==> src/rtl/accum_pkg.sv <==
// Shared FSM state encoding and default widths for the product accumulator.
package accum_pkg;

  typedef enum logic [1:0] {
    ST_IDLE  = 2'd0,
    ST_ACCUM = 2'd1,
    ST_DONE  = 2'd2
  } state_t;

  localparam int DEF_PROD_W = 64;
  localparam int DEF_ACC_W  = 72;
  localparam int DEF_CNT_W  = 8;

endpackage

==> src/rtl/sat_add.sv <==
// Combinational saturating signed adder: clamps to the most positive or negative ACC_W value.
// Zero latency; no flow control.
module sat_add
  import accum_pkg::*;
#(
  parameter int ACC_W = DEF_ACC_W
) (
  input  logic [ACC_W-1:0] a,
  input  logic [ACC_W-1:0] b,
  output logic [ACC_W-1:0] sum,
  output logic             ovf
);

  logic [ACC_W-1:0] w_raw;
  logic             w_ovf_pos;
  logic             w_ovf_neg;

  assign w_raw = a + b;

  // Overflow only when both operands share a sign that the raw sum lost.
  assign w_ovf_pos = ~a[ACC_W-1] & ~b[ACC_W-1] &  w_raw[ACC_W-1];
  assign w_ovf_neg =  a[ACC_W-1] &  b[ACC_W-1] & ~w_raw[ACC_W-1];

  always_comb begin
    sum = w_raw;
    if (w_ovf_pos) begin
      sum = {1'b0, {(ACC_W-1){1'b1}}};
    end else if (w_ovf_neg) begin
      sum = {1'b1, {(ACC_W-1){1'b0}}};
    end
  end

  assign ovf = w_ovf_pos | w_ovf_neg;

endmodule

==> src/rtl/product_accumulator.sv <==
// Sums len signed products with saturation; result valid the cycle after the last accepted product.
// p_ready is high only while accumulating; gaps in p_valid are absorbed without losing state.
module product_accumulator
  import accum_pkg::*;
#(
  parameter int PROD_W = DEF_PROD_W,
  parameter int ACC_W  = DEF_ACC_W,
  parameter int CNT_W  = DEF_CNT_W
) (
  input  logic              clk,
  input  logic              rst,
  input  logic              start,
  input  logic [CNT_W-1:0]  len,
  input  logic [PROD_W-1:0] p,
  input  logic              p_valid,
  output logic              p_ready,
  output logic [ACC_W-1:0]  acc,
  output logic              acc_valid,
  output logic              busy,
  output logic              overflow
);

  state_t           r_state;
  logic [ACC_W-1:0] r_acc;
  logic [CNT_W-1:0] r_count;
  logic             r_acc_valid;
  logic             r_overflow;

  logic [ACC_W-1:0] w_p_ext;
  logic [ACC_W-1:0] w_sum;
  logic             w_ovf;

  assign w_p_ext = ACC_W'($signed(p));

  sat_add #(
    .ACC_W (ACC_W)
  ) u_sat_add (
    .a   (r_acc),
    .b   (w_p_ext),
    .sum (w_sum),
    .ovf (w_ovf)
  );

  always_ff @(posedge clk) begin
    if (rst) begin
      r_state     <= ST_IDLE;
      r_acc       <= '0;
      r_count     <= '0;
      r_acc_valid <= 1'b0;
      r_overflow  <= 1'b0;
    end else begin
      case (r_state)
        ST_IDLE, ST_DONE: begin
          if (start) begin
            r_acc      <= '0;
            r_overflow <= 1'b0;
            if (len == '0) begin
              r_acc_valid <= 1'b1;
              r_state     <= ST_DONE;
            end else begin
              r_acc_valid <= 1'b0;
              r_count     <= len;
              r_state     <= ST_ACCUM;
            end
          end
        end
        ST_ACCUM: begin
          if (p_valid) begin
            r_acc   <= w_sum;
            r_count <= r_count - CNT_W'(1);
            if (w_ovf) begin
              r_overflow <= 1'b1;
            end
            if (r_count == CNT_W'(1)) begin
              r_acc_valid <= 1'b1;
              r_state     <= ST_DONE;
            end
          end
        end
        default: r_state <= ST_IDLE;
      endcase
    end
  end

  assign p_ready   = (r_state == ST_ACCUM);
  assign busy      = (r_state == ST_ACCUM);
  assign acc       = r_acc;
  assign acc_valid = r_acc_valid;
  assign overflow  = r_overflow;

endmodule

==> config.mk <==
export PLATFORM = sky130hd
export DESIGN_NAME = product_accumulator
export DESIGN_NICKNAME = d
export VERILOG_FILES = /design/src/rtl/accum_pkg.sv /design/src/rtl/sat_add.sv /design/src/rtl/product_accumulator.sv
export SDC_FILE = /design/constraint.sdc
export NUM_CORES = 1
export LEC_CHECK = 0
export ABC_AREA = 1
export ABC_CLOCK_PERIOD_IN_PS = 3200
export CAP_MARGIN = 20
export CORE_MARGIN = 2
export CORE_UTILIZATION = 40
export DETAILED_ROUTE_END_ITERATION = 16
export GPL_ROUTABILITY_DRIVEN = 1
export HOLD_SLACK_MARGIN = 0.05
export PLACE_DENSITY_LB_ADDON = 0.12
export SLEW_MARGIN = 20
export SYNTH_ARGS = -nofsm -noshare
export SYNTH_HDL_FRONTEND = slang
export SYNTH_SLANG_ARGS = --single-unit
==> constraint.sdc <==
create_clock -name clk -period 3.2 [get_ports clk]
set_input_delay 0.48 -clock clk [delete_from_list [all_inputs] [get_ports clk]]
set_output_delay 0.48 -clock clk [all_outputs]
set_load 0.02 [all_outputs]
==> run summary <==
The net switching power was 1.63 mW. STA classifies the critical path startpoint as an input port. Once the clock tree was built, the resizer swapped 0 gates to a different size. The worst register-to-register path has a setup slack of 480 ps.

For this design the ratio of total power to cell area is 332 nW/um^2. Per report_power, the sequential group accounts for 29.3% of the total. Buffers inserted during post-CTS setup optimization: 0. The finished layout holds 2171 standard cells, fillers aside. The worst hold path begins at rst. The clock arrives with 12.1 ps of skew. Of the total power, combinational logic draws 42.1%. The average wire length per cell after detail routing was 16.5 um; the fill cell instance count of the final layout was 2565. The worst path in the final design needs a cycle of 2980 ps, including I/O delays and setup. The Yosys step of the flow raised 0 warnings.

The total inserted antenna cells came out at 0. In the routed design, unresolved DRC markers number 0. The slew at the pin closest to its max-slew limit was 736 ps.

Measured along the x axis, the die boundary spans 158 um. The initial antenna violation count was 0; the total wire length after detailed routing was 35700 um. The run gives 51.0% as the worst max-slew margin expressed relative to the limit. Kind of critical path: input port to flop. The number of nets handed over by synthesis was 1782.

For the number of primary I/O pins, the log shows 152. The worst setup path is captured at a flop. After routing the design area is 12200 sq um.

For the violation count after the first detailed-routing iteration, the log shows 716. The share of post-route cells with drive strength above 1 was 10.5%. In this run the static leakage power is 6.05 nW. The logs give 17.7% for the register area share after synthesis and 23400 sq um for the core outline area. The flow ran to the end, and the final reports show no timing, DRC or antenna violations. The average via count per standard cell was 5.04; the relative contribution of the clock network to total power was 28.6%. The synthesized area per cell is 5.82 sq um, and the setup slack at placement is -82.2 ps. The critical path ends at acc[24]$_SDFFE_PP0P_. The clock slew at the register clock pins of the worst setup and hold paths was 80 ps. No sink is reached through more buffers than the 2 on the longest clock path.

The number of detailed-routing iterations run before antenna repair was 5; the total number of H-tree levels was 3. The run gives 252 uV as the worst vdd rail ir drop. The number of enable flip-flop cells after synthesis was 0.

In this run the worst hold path is classified as input port to flop. TritonCTS built the clock tree. Once placement completed, the tool counted placed cells totaling 2155. In this run the critical register-to-register path is captured at acc[24]$_SDFFE_PP0P_. The tools report the maximum number of pins on one net before global-route repair as 73.

The count of mapped cells out of synthesis is 1630. Main flop type after synthesis: dfxtp_1. The worst register-to-register path has a depth of 16. The congestion estimate from routability-driven global placement came to 0.955.

The clock net in this run drives a total of 84 sinks. After detailed placement, the total cell area comes to 11900 sq um. Across all layers, the routed design uses 10900 vias. The share of flip-flops with an asynchronous set or reset came out at 0%. The run gives 40.6% as the starting density of the core. Setup violations remaining at the end of the flow were counted as 0.

The full die area came out at 25000 sq um. Final period utilization: 93.1%. The distinct cell type count after synthesis was 49. The count of input and output buffers works out to 151.

The register bit total from synthesis is 84, and the data required time at the worst endpoint is 3440 ps. The number of buffers added by the clock tree synthesis step came out at 9. The post-synthesis to final-layout area growth is 29.0%. The tools report the launching element of the worst setup path as p[63]. The final hold violation count was 0; the least setup slack across all paths after layout was 221 ps.

The first global-routing pass estimated 55200 um of wire. Share of the synthesized area in the top cell type: 19.3%. For this design, the CTS-stage hold fixing added 0 buffers. The detail route stage leaves a number of antenna-violating nets equal to 0.

The leading area contributor after synthesis was nand2_1. The total global-route track usage is 28.6%. In the post-synthesis netlist, the cell with the most instances is nand2_1.

The clock reaches the later pin of the worst-skew pair after 370 ps. The switching share of power works out to 40.1%. The tools report the total number of placement rows as 56.

Summed over all nets, the half-perimeter wirelength after detailed placement is 29500 um. The tools report the number of global-route vias before repair as 10400. The commonest cells after synthesis are 489 x nand2_1, 254 x nor2_1, 203 x inv_1.

Setup repair after global routing left no endpoint under its margin. For the number of max-slew violations in the final report, the log shows 0. The post-synthesis instance area is 9490 sq um.

For the cell-internal power, the log shows 2.43 mW. The cell sitting at the root of the clock tree is a clkbuf_16. Max-cap violations in this run came to 0.

The arrival time of the worst setup path was 3220 ps. Yosys attributes the largest share of cell area to nand2_1 19%, dfxtp_1 18%, nor2_1 10%, ha_1 9.9%, inv_1 8.0%. Source of the worst register-to-register timing path: acc[62]$_SDFFE_PP0P_.

Global routing finished with a remaining overflow of 0. Die span in y: 158 um. The final net count is 1999, and the fmax is 0.336 GHz.

Of all nets on the critical path, the largest fanout is 21.
[worst max-delay path, cell delays in order]
cell             delay, ps
clkdlybuf4s50_1        400
buf_4                  180
ha_1                   340
a21oi_1                240
o21ai_0                170
a21oi_1                170
nand2_1                 60
a21oi_1                180
buf_4                  160
nand2_2                 50
nand2_1                120
nand3_4                130
nand2_8                110
inv_8                   60
buf_12                 160
a21oi_2                140
nor2_1                  50
[cells by family (layout without fill, tap and decap cells)]
kind of cell	after synthesis	count (layout)	synth area share, %
flip-flops	84	84	17.7
buffers and inverters	249	471	10.9
AND/OR/NAND/NOR	891	891	39.2
AO/OA/AOI/OAI	282	282	17.7
XOR/XNOR	48	48	4.43
adder cells (fa/ha/maj)	76	76	10.1
[flip-flops by register name, indices dropped and copies added, names as in the netlist]
name and flops:
r_state 2, acc_valid 1, acc 72, overflow 1
r_count 8
[layout by cell type, fill, tap and decap left out, drive strengths merged, types with 16 or more instances in the layout]
cell type / netlist / routed
nand3b: 16 / 16
ha: 75 / 75
dfxtp: 84 / 84
nor2: 267 / 267
inv: 215 / 218
nand3: 50 / 50
buf: 15 / 90
o21ai: 62 / 62
clkdlybuf4s50: 0 / 150
a21oi: 177 / 177
xor2: 41 / 41
nor3: 21 / 21
nand4: 27 / 27
nand2: 502 / 502
[worst min-delay path by stage]
stage / endpoint / depth (start not counted)
2_1_floorplan: r_count[5]$_SDFFE_PP0P_ / 2
3_3_place_gp: overflow$_SDFFE_PP0P_ / 2
3_5_place_dp: overflow$_SDFFE_PP0P_ / 2
4_1_cts: acc[15]$_SDFFE_PP0P_ / 2
5_1_grt: acc[10]$_SDFFE_PP0P_ / 2
6_report: acc[15]$_SDFFE_PP0P_ / 2
[routing by layer]
layer / track usage [%] / part of all wire (%) / vias to the layer above
li1: - / - / 5636
met1: 38.6 / 48 / 5012
met2: 49.2 / 46 / 258
met3: 2.68 / 4.3 / 37
met4: 6.74 / 1.8 / 0
met5: 0 / 0 / -
[area by class of cell]
type / count / area, sq um / share of cell area [%]
sequential: 84 / 1680 / 13.7
clock buffer: 9 / 225 / 1.84
multi-input combinational: 1297 / 6780 / 55.4
timing repair buffer: 240 / 2260 / 18.5
clock inverter: 7 / 81.3 / 0.664
inverter: 215 / 815 / 6.65
tap: 319 / 399 / 3.26
[power groups by stage]
| stage | Combinational (mW) | Clock (mW) | Sequential (mW) |
|---|---|---|---|
| 2_1_floorplan | 0.985 | 0 | 1.27 |
| 6_report | 1.71 | 1.16 | 1.19 |
| 3_5_place_dp | 1.70 | 0 | 1.21 |
| 5_1_grt | 1.88 | 1.22 | 1.20 |
| 4_1_cts | 1.71 | 1.20 | 1.19 |
| 3_3_place_gp | 1.69 | 0 | 1.21 |
[stage by stage]
stage	power (mW)	setup TNS (ps)	hold slack, ps	utilization, %
floorplan	2.26	0	466	-
global placement	2.90	-1850	439	51.0
detailed placement	2.91	-2720	444	51.0
CTS	4.09	0	444	52.3
global route	4.30	0	451	52.3
finish	4.06	0	447	52.3
No activity file was read; power rests on OpenSTA's default activity.
